`config.mk`:
```
export PLATFORM = sky130hd
export DESIGN_NAME = uart_rx
export DESIGN_NICKNAME = d
export VERILOG_FILES = /design/src/rtl/uart_rx.sv
export SDC_FILE = /design/constraint.sdc
export NUM_CORES = 1
export LEC_CHECK = 0
export CAP_MARGIN = 20
export CORE_ASPECT_RATIO = 0.5
export CORE_MARGIN = 2
export CORE_UTILIZATION = 45
export DETAILED_ROUTE_END_ITERATION = 10
export GPL_TIMING_DRIVEN = 0
export PLACE_DENSITY_LB_ADDON = 0.05
export SLEW_MARGIN = 10
export SYNTH_ARGS = -nofsm -noshare
export SYNTH_HDL_FRONTEND = slang
export SYNTH_SLANG_ARGS = --single-unit
export TNS_END_PERCENT = 30
```
`constraint.sdc`:
```
create_clock -name i_Clock -period 4.95 [get_ports i_Clock]
set_clock_uncertainty 0.15 [all_clocks]
set_input_delay 1.485 -clock i_Clock [delete_from_list [all_inputs] [get_ports i_Clock]]
set_output_delay 1.485 -clock i_Clock [all_outputs]
set_load 0.02 [all_outputs]
```
`src/rtl/uart_rx.sv`:
```
// UART receiver: 8N1 frames, LSB first, one-cycle byte strobe and frame-error strobe.
// Define UART_RX_PARITY_EN to expect an even-parity bit between data and stop (adds o_Parity_Err).
module uart_rx #(
  parameter int CLKS_PER_BIT = 2604
) (
  input  logic       i_Clock,
  input  logic       i_Rst,
  input  logic       i_RX_Serial,
  output logic       o_RX_DV,
  output logic [7:0] o_RX_Byte,
  output logic       o_RX_Active,
`ifdef UART_RX_PARITY_EN
  output logic       o_Parity_Err,
`endif
  output logic       o_Frame_Err
);

  localparam int CW = $clog2(CLKS_PER_BIT) + 1;
  localparam logic [CW-1:0] LAST_CNT = CW'(CLKS_PER_BIT - 1);
  localparam logic [CW-1:0] MID_CNT  = CW'((CLKS_PER_BIT - 1) / 2);

  localparam logic [2:0] IDLE    = 3'd0;
  localparam logic [2:0] START   = 3'd1;
  localparam logic [2:0] DATA    = 3'd2;
`ifdef UART_RX_PARITY_EN
  localparam logic [2:0] PARITY  = 3'd3;
`endif
  localparam logic [2:0] STOP    = 3'd4;
  localparam logic [2:0] CLEANUP = 3'd5;

  logic [2:0]    r_State;
  logic [CW-1:0] r_Clock_Count;
  logic [2:0]    r_Bit_Index;
  logic [7:0]    r_Byte;
  logic          sync1_r;
  logic          rx_s;
  logic          r_Prev;
`ifdef UART_RX_PARITY_EN
  logic          r_Parity_Bit;

  function automatic logic parity_even_ok(input logic [7:0] data, input logic par);
    return ~((^data) ^ par);
  endfunction
`endif

  // Two-flop synchronizer plus one-cycle history for start-edge detection
  always_ff @(posedge i_Clock) begin
    if (i_Rst) begin
      sync1_r <= 1'b1;
      rx_s    <= 1'b1;
      r_Prev  <= 1'b1;
    end else begin
      sync1_r <= i_RX_Serial;
      rx_s    <= sync1_r;
      r_Prev  <= rx_s;
    end
  end

  // Frame FSM: strobes default low every cycle so each pulse lasts exactly one clock
  always_ff @(posedge i_Clock) begin
    if (i_Rst) begin
      r_State       <= IDLE;
      r_Clock_Count <= '0;
      r_Bit_Index   <= 3'd0;
      r_Byte        <= 8'h00;
      o_RX_DV       <= 1'b0;
      o_RX_Byte     <= 8'h00;
      o_RX_Active   <= 1'b0;
      o_Frame_Err   <= 1'b0;
`ifdef UART_RX_PARITY_EN
      r_Parity_Bit  <= 1'b0;
      o_Parity_Err  <= 1'b0;
`endif
    end else begin
      o_RX_DV     <= 1'b0;
      o_Frame_Err <= 1'b0;
`ifdef UART_RX_PARITY_EN
      o_Parity_Err <= 1'b0;
`endif
      case (r_State)
        IDLE: begin
          r_Clock_Count <= '0;
          r_Bit_Index   <= 3'd0;
          // A line already low (break) never starts a frame; only a fresh 1->0 edge does
          if (r_Prev && !rx_s) begin
            r_State     <= START;
            o_RX_Active <= 1'b1;
          end else begin
            r_State     <= IDLE;
            o_RX_Active <= 1'b0;
          end
        end

        START: begin
          if (r_Clock_Count == MID_CNT) begin
            r_Clock_Count <= '0;
            r_Bit_Index   <= 3'd0;
            if (!rx_s) begin
              r_State <= DATA;
            end else begin
              r_State     <= IDLE;
              o_RX_Active <= 1'b0;
            end
          end else begin
            r_Clock_Count <= r_Clock_Count + 1'b1;
          end
        end

        DATA: begin
          if (r_Clock_Count == LAST_CNT) begin
            r_Clock_Count       <= '0;
            r_Byte[r_Bit_Index] <= rx_s;
            if (r_Bit_Index == 3'd7) begin
              r_Bit_Index <= 3'd0;
`ifdef UART_RX_PARITY_EN
              r_State     <= PARITY;
`else
              r_State     <= STOP;
`endif
            end else begin
              r_Bit_Index <= r_Bit_Index + 3'd1;
            end
          end else begin
            r_Clock_Count <= r_Clock_Count + 1'b1;
          end
        end

`ifdef UART_RX_PARITY_EN
        PARITY: begin
          if (r_Clock_Count == LAST_CNT) begin
            r_Clock_Count <= '0;
            r_Parity_Bit  <= rx_s;
            r_State       <= STOP;
          end else begin
            r_Clock_Count <= r_Clock_Count + 1'b1;
          end
        end
`endif

        STOP: begin
          if (r_Clock_Count == LAST_CNT) begin
            r_Clock_Count <= '0;
            r_State       <= CLEANUP;
            if (rx_s) begin
              o_RX_Byte <= r_Byte;
              o_RX_DV   <= 1'b1;
`ifdef UART_RX_PARITY_EN
              o_Parity_Err <= ~parity_even_ok(r_Byte, r_Parity_Bit);
`endif
            end else begin
              o_Frame_Err <= 1'b1;
            end
          end else begin
            r_Clock_Count <= r_Clock_Count + 1'b1;
          end
        end

        CLEANUP: begin
          r_Clock_Count <= '0;
          r_Bit_Index   <= 3'd0;
          o_RX_Active   <= 1'b0;
          r_State       <= IDLE;
        end

        default: begin
          r_Clock_Count <= '0;
          r_Bit_Index   <= 3'd0;
          o_RX_Active   <= 1'b0;
          r_State       <= IDLE;
        end
      endcase
    end
  end

endmodule

```
; Word level (Yosys, flattened, before mapping)
; Cells that the tools add are included.
[classes]
n_addsub = 2
n_mul = 0
n_div = 0
order_cmp = 2
n_eq_ne = 11
shift = 0
n_mux = 23
bitwise_logic = 3
n_reduce_logical = 11
[op_table]
columns = operator, count
row1 = $mux 13, 2
row2 = $pmux 13 s2, 1
row3 = $mux 3, 7
row4 = $add 13x1->13 const B, 1
row5 = $eq 13x11->1 const B, 1
row6 = $eq 13x12->1 const B, 1
row7 = $pmux 3 s4, 1
row8 = $ne 2x2->1 const B, 5
row9 = $pmux 3 s3, 1
row10 = $reduce_and 3->1, 3
row11 = $bwmux 8, 1
row12 = $mux 1, 7
row13 = $eq 3x3->1 const B, 2
row14 = $lt 3x4->1 const B, 1
row15 = $reduce_and 4->1, 1
row16 = $add 3x1->3 const B, 1
row17 = $demux 1 s3, 1
row18 = $eq 3x1->1 const B, 1
row19 = $eq 3x2->1 const B, 1
row20 = $ge 3x1->1 const B, 1
row21 = $logic_not 3->1, 1
row22 = $not 1->1, 3
row23 = $pmux 1 s3, 1
row24 = $reduce_or 3->1, 1
row25 = other kinds (5), 6
[word_totals]
reg_bits = 41
latch_bits = 0
ramBits = 0
romBits = 0
in_bits = 3
n_memories = 0

; Depth between registers and ports, before layout
[depth]
depth_word = 5
depth_mapped = 8
depth_no_buf = 7

; Worst setup path before layout
; Ideal clock, no wire load.
[synth_timing]
path_type = input port to flip-flop
start = in i_Rst
end = reg o_RX_Byte[2]
arrival_ns = 2.061
setup_slack_ns = 2.611
stages = 3
n_path_buf = 2
cell_sequence = clkbuf_1 -> clkbuf_1 -> nor2_1
[synth_lines]
columns = element, line_no
row1 = "start, declared", 7  ; input logic i_Rst,
row2 = "end signal, assigned", 145  ; o_RX_Byte <= r_Byte;
row3 = "end, declared", 10  ; output logic [7:0] o_RX_Byte,
; No word-level cell between the ends.

; Worst setup path after layout
[layout_timing]
start = in i_Rst
end = reg o_RX_Byte[4]
; No word-level cell between the ends.

==> results.toml <==
[logic_synthesis]
synth_top_flop_cell = "dfxtp_1"
synthXorXnorAreaFrac = 0.0531
synth_top_family_by_area = "simple AND/OR/NAND/NOR gates"
synth_area_mm2 = 0.00181
async_flop_share = 0
synth.yosys.seq_area_share = 0.452
synth_compound_area_frac = 0.0600
postSynthRegisterBits = 41
syn_inst = 192
yosysWarningCount = 0
synthSimpleGateAreaFrac = 0.283
syn_area_per_cell_um2 = 9.45
synth_edf_count = 0
synth_mux_area_frac = 0.0945
syn-num-nets = 199
ys_types = 38
yosys.area_share.adder = 0.0276

[final_layout]
layout_commonest_cell = "dfxtp_1"
final_core_util = 0.553
final_cell_mix = "dfxtp_1 (41), nor2_1 (39), mux2i_1 (16), clkdlybuf4s50_1 (13), and3_1 (9)"
drive_gt1_frac = 0.117
finalNonFillerCells = 267
nets = 219
syn_to_final_growth_pct = 18.3
diodes = 0
n_fill_cell = 381

[setup_path]
critPathLaunchType = "input port"
critPathBufInv = 3
path_cells = "clkdlybuf4s50_1 > clkbuf_1 > clkbuf_1 > nor2_1"
crit_family = "buffers and inverters"
cp_max_fo = 10
cp-end-kind = "register"
critPathMostFrequentCell = "clkbuf_1"
path_class = "in -> reg"
critical_path.slowest_cell = "clkdlybuf4s50_1"
cpPeakStageDelay_ps = 540
cp_data_arrival_time_ps = 2930
required_ps = 4970

[power_and_ir_drop]
peakVddDrop_mv = 0.153
p_per_area_mw_per_mm2 = 351
power.share.switching = 0.236
netSwitchingPower_mw = 0.178
combPwrFrac = 0.114
power_frac_seq = 0.467
p_int_mw = 0.576
p_clk_frac = 0.419
power.leakage_nw = 0.914

[die]
core_area_mm2 = 0.00388
chipHeight_um = 48.9
die-area_mm2 = 0.00459
die_w_um = 93.8
ios = 14
rows = 16
initial_utilization = 0.467

[flow_run]
max_cap_viol_count = 0

[cts]
numCtsBuffers = 5
cts_buffer_depth = 2
cts_resized = 0
cts_setup_buffers = 0
cts.clk_slew.worst_paths_ps = 80
cts_tree = "done"
cts_hold_buffers = 0
clock-sinks = 41
cts_root_buf = "clkbuf_8"
cts-htree-levels = 2
insertion_delay_ps = 290

[route]
ant_nets = 0
wl_met1_um = 1750
drtIter0Drc = 49
wl_met2_um = 1410
drt-pass1-iter-count = 4
dr.max_layer_used = "met4"
dr_total_vias = 1339
avgRoutedWirePerCell_um = 12.4
routed_via_density = 5.01
dr_wl_met3_um = 125
drc_errors = 0
drt-total-wl_um = 3310

[run_status]
status = "finished clean"

[sta]
fin_crit_sh = 0.588
rsz0062_at_grt = "no"
worst_slew_pin_slew_ps = 526
post-route-min-period_ps = 2910
slew_violations = 0
setup_viol = 0
finalSetupTns_ps = 0
worst_slew_margin_rel = 0.648
hold_viol = 0
fmax_ghz = 0.343

[global_route]
grt_start_max_net_pins = 14
grt_overflow = 0
grt_pass1_wl_um = 5910
antenna_found_initial = 0
track_usage = 0.167
grt_pass1_vias = 1255

[hold_path]
hold_path_class = "reg -> reg"

[placement]
gp_congestion = 0.749
hpwl_um = 2350
place_inst = 259
io_buffers = 13
[logic make-up after synthesis]
logic type                 Yosys count
and+or+nand+nor                     93
buffers and inverters               11
muxes                               17
adders and majority gates            4
xor gates and xnor gates            11
AOI/OAI and AO/OA                   15
DFF                                 41
[power groups by stage]
stage	combinational [mW]	clock [mW]	sequential, mW
after detailed placement	0.0860	0	0.359
after global placement	0.0858	0	0.359
after global routing	0.0982	0.341	0.354
after CTS	0.0863	0.324	0.352
final	0.0860	0.315	0.352
after floorplan	0.0695	0	0.357
[Yosys cell counts (4+ instances only)]
cell type / count / share of area
dfxtp_1: 41 / 0.45
ha_1: 4 / 0.028
xnor2_1: 6 / 0.029
inv_1: 4 / 0.0083
nor4_1: 4 / 0.014
and3_1: 9 / 0.031
nand2_1: 7 / 0.014
nand4_1: 7 / 0.024
clkbuf_1: 4 / 0.0083
nor2b_1: 4 / 0.014
xor2_1: 5 / 0.024
nor2_1: 39 / 0.081
a21oi_1: 4 / 0.011
mux2i_1: 16 / 0.088
[path summary, 6_finish.rpt]
kind	cells past startpoint	end	start	slack, ps
min	1	rx_s$_SDFF_PP1_	sync1_r$_SDFF_PP1_	270
max	4	o_RX_Byte[4]$_SDFFE_PP0P_	i_Rst	2040
min reg2reg	1	rx_s$_SDFF_PP1_	sync1_r$_SDFF_PP1_	270
max reg2reg	6	r_Byte[7]$_SDFFE_PP0P_	r_Clock_Count[0]$_SDFF_PP0_	2900
[layout make-up]
| class | count | area (µm²) | area share |
|---|---|---|---|
| Buffer | 7 | 38.8 | 0.0181 |
| Clock buffer | 5 | 68.8 | 0.0321 |
| Clock inverter | 3 | 65.1 | 0.0303 |
| Timing Repair Buffer | 13 | 130 | 0.0606 |
| Multi-Input combinational cell | 140 | 940 | 0.438 |
| Inverter | 4 | 15.0 | 0.00700 |
| Tap cell | 54 | 67.6 | 0.0315 |
| Sequential cell | 41 | 821 | 0.383 |
[through the flow]
stage / area, µm² / hold WS (ps) / setup WS [ps] / power [mW]
after floorplan: 1810 / 239 / 2610 / 0.426
after global placement: 2010 / 242 / 1760 / 0.445
after detailed placement: 2010 / 250 / 1680 / 0.445
after CTS: 2150 / 270 / 2010 / 0.762
after global routing: 2150 / 316 / 1900 / 0.793
final: 2150 / 268 / 2040 / 0.753
[layer usage]
layer / vias to the layer above / global-route usage
met5: - / 0
met4: 0 / 0.0580
met3: 7 / 0.0556
met2: 20 / 0.256
met1: 608 / 0.220
li1: 704 / -
[sequential cells by signal (all words and copies together), names as in the netlist]
name           flops
o_Frame_Err        1
o_RX_Active        1
o_RX_Byte          8
o_RX_DV            1
r_Bit_Index        3
r_Byte             8
r_Clock_Count     13
r_Prev             1
r_State            3
rx_s               1
sync1_r            1
Note: power is estimated with default switching activity, not from simulation.
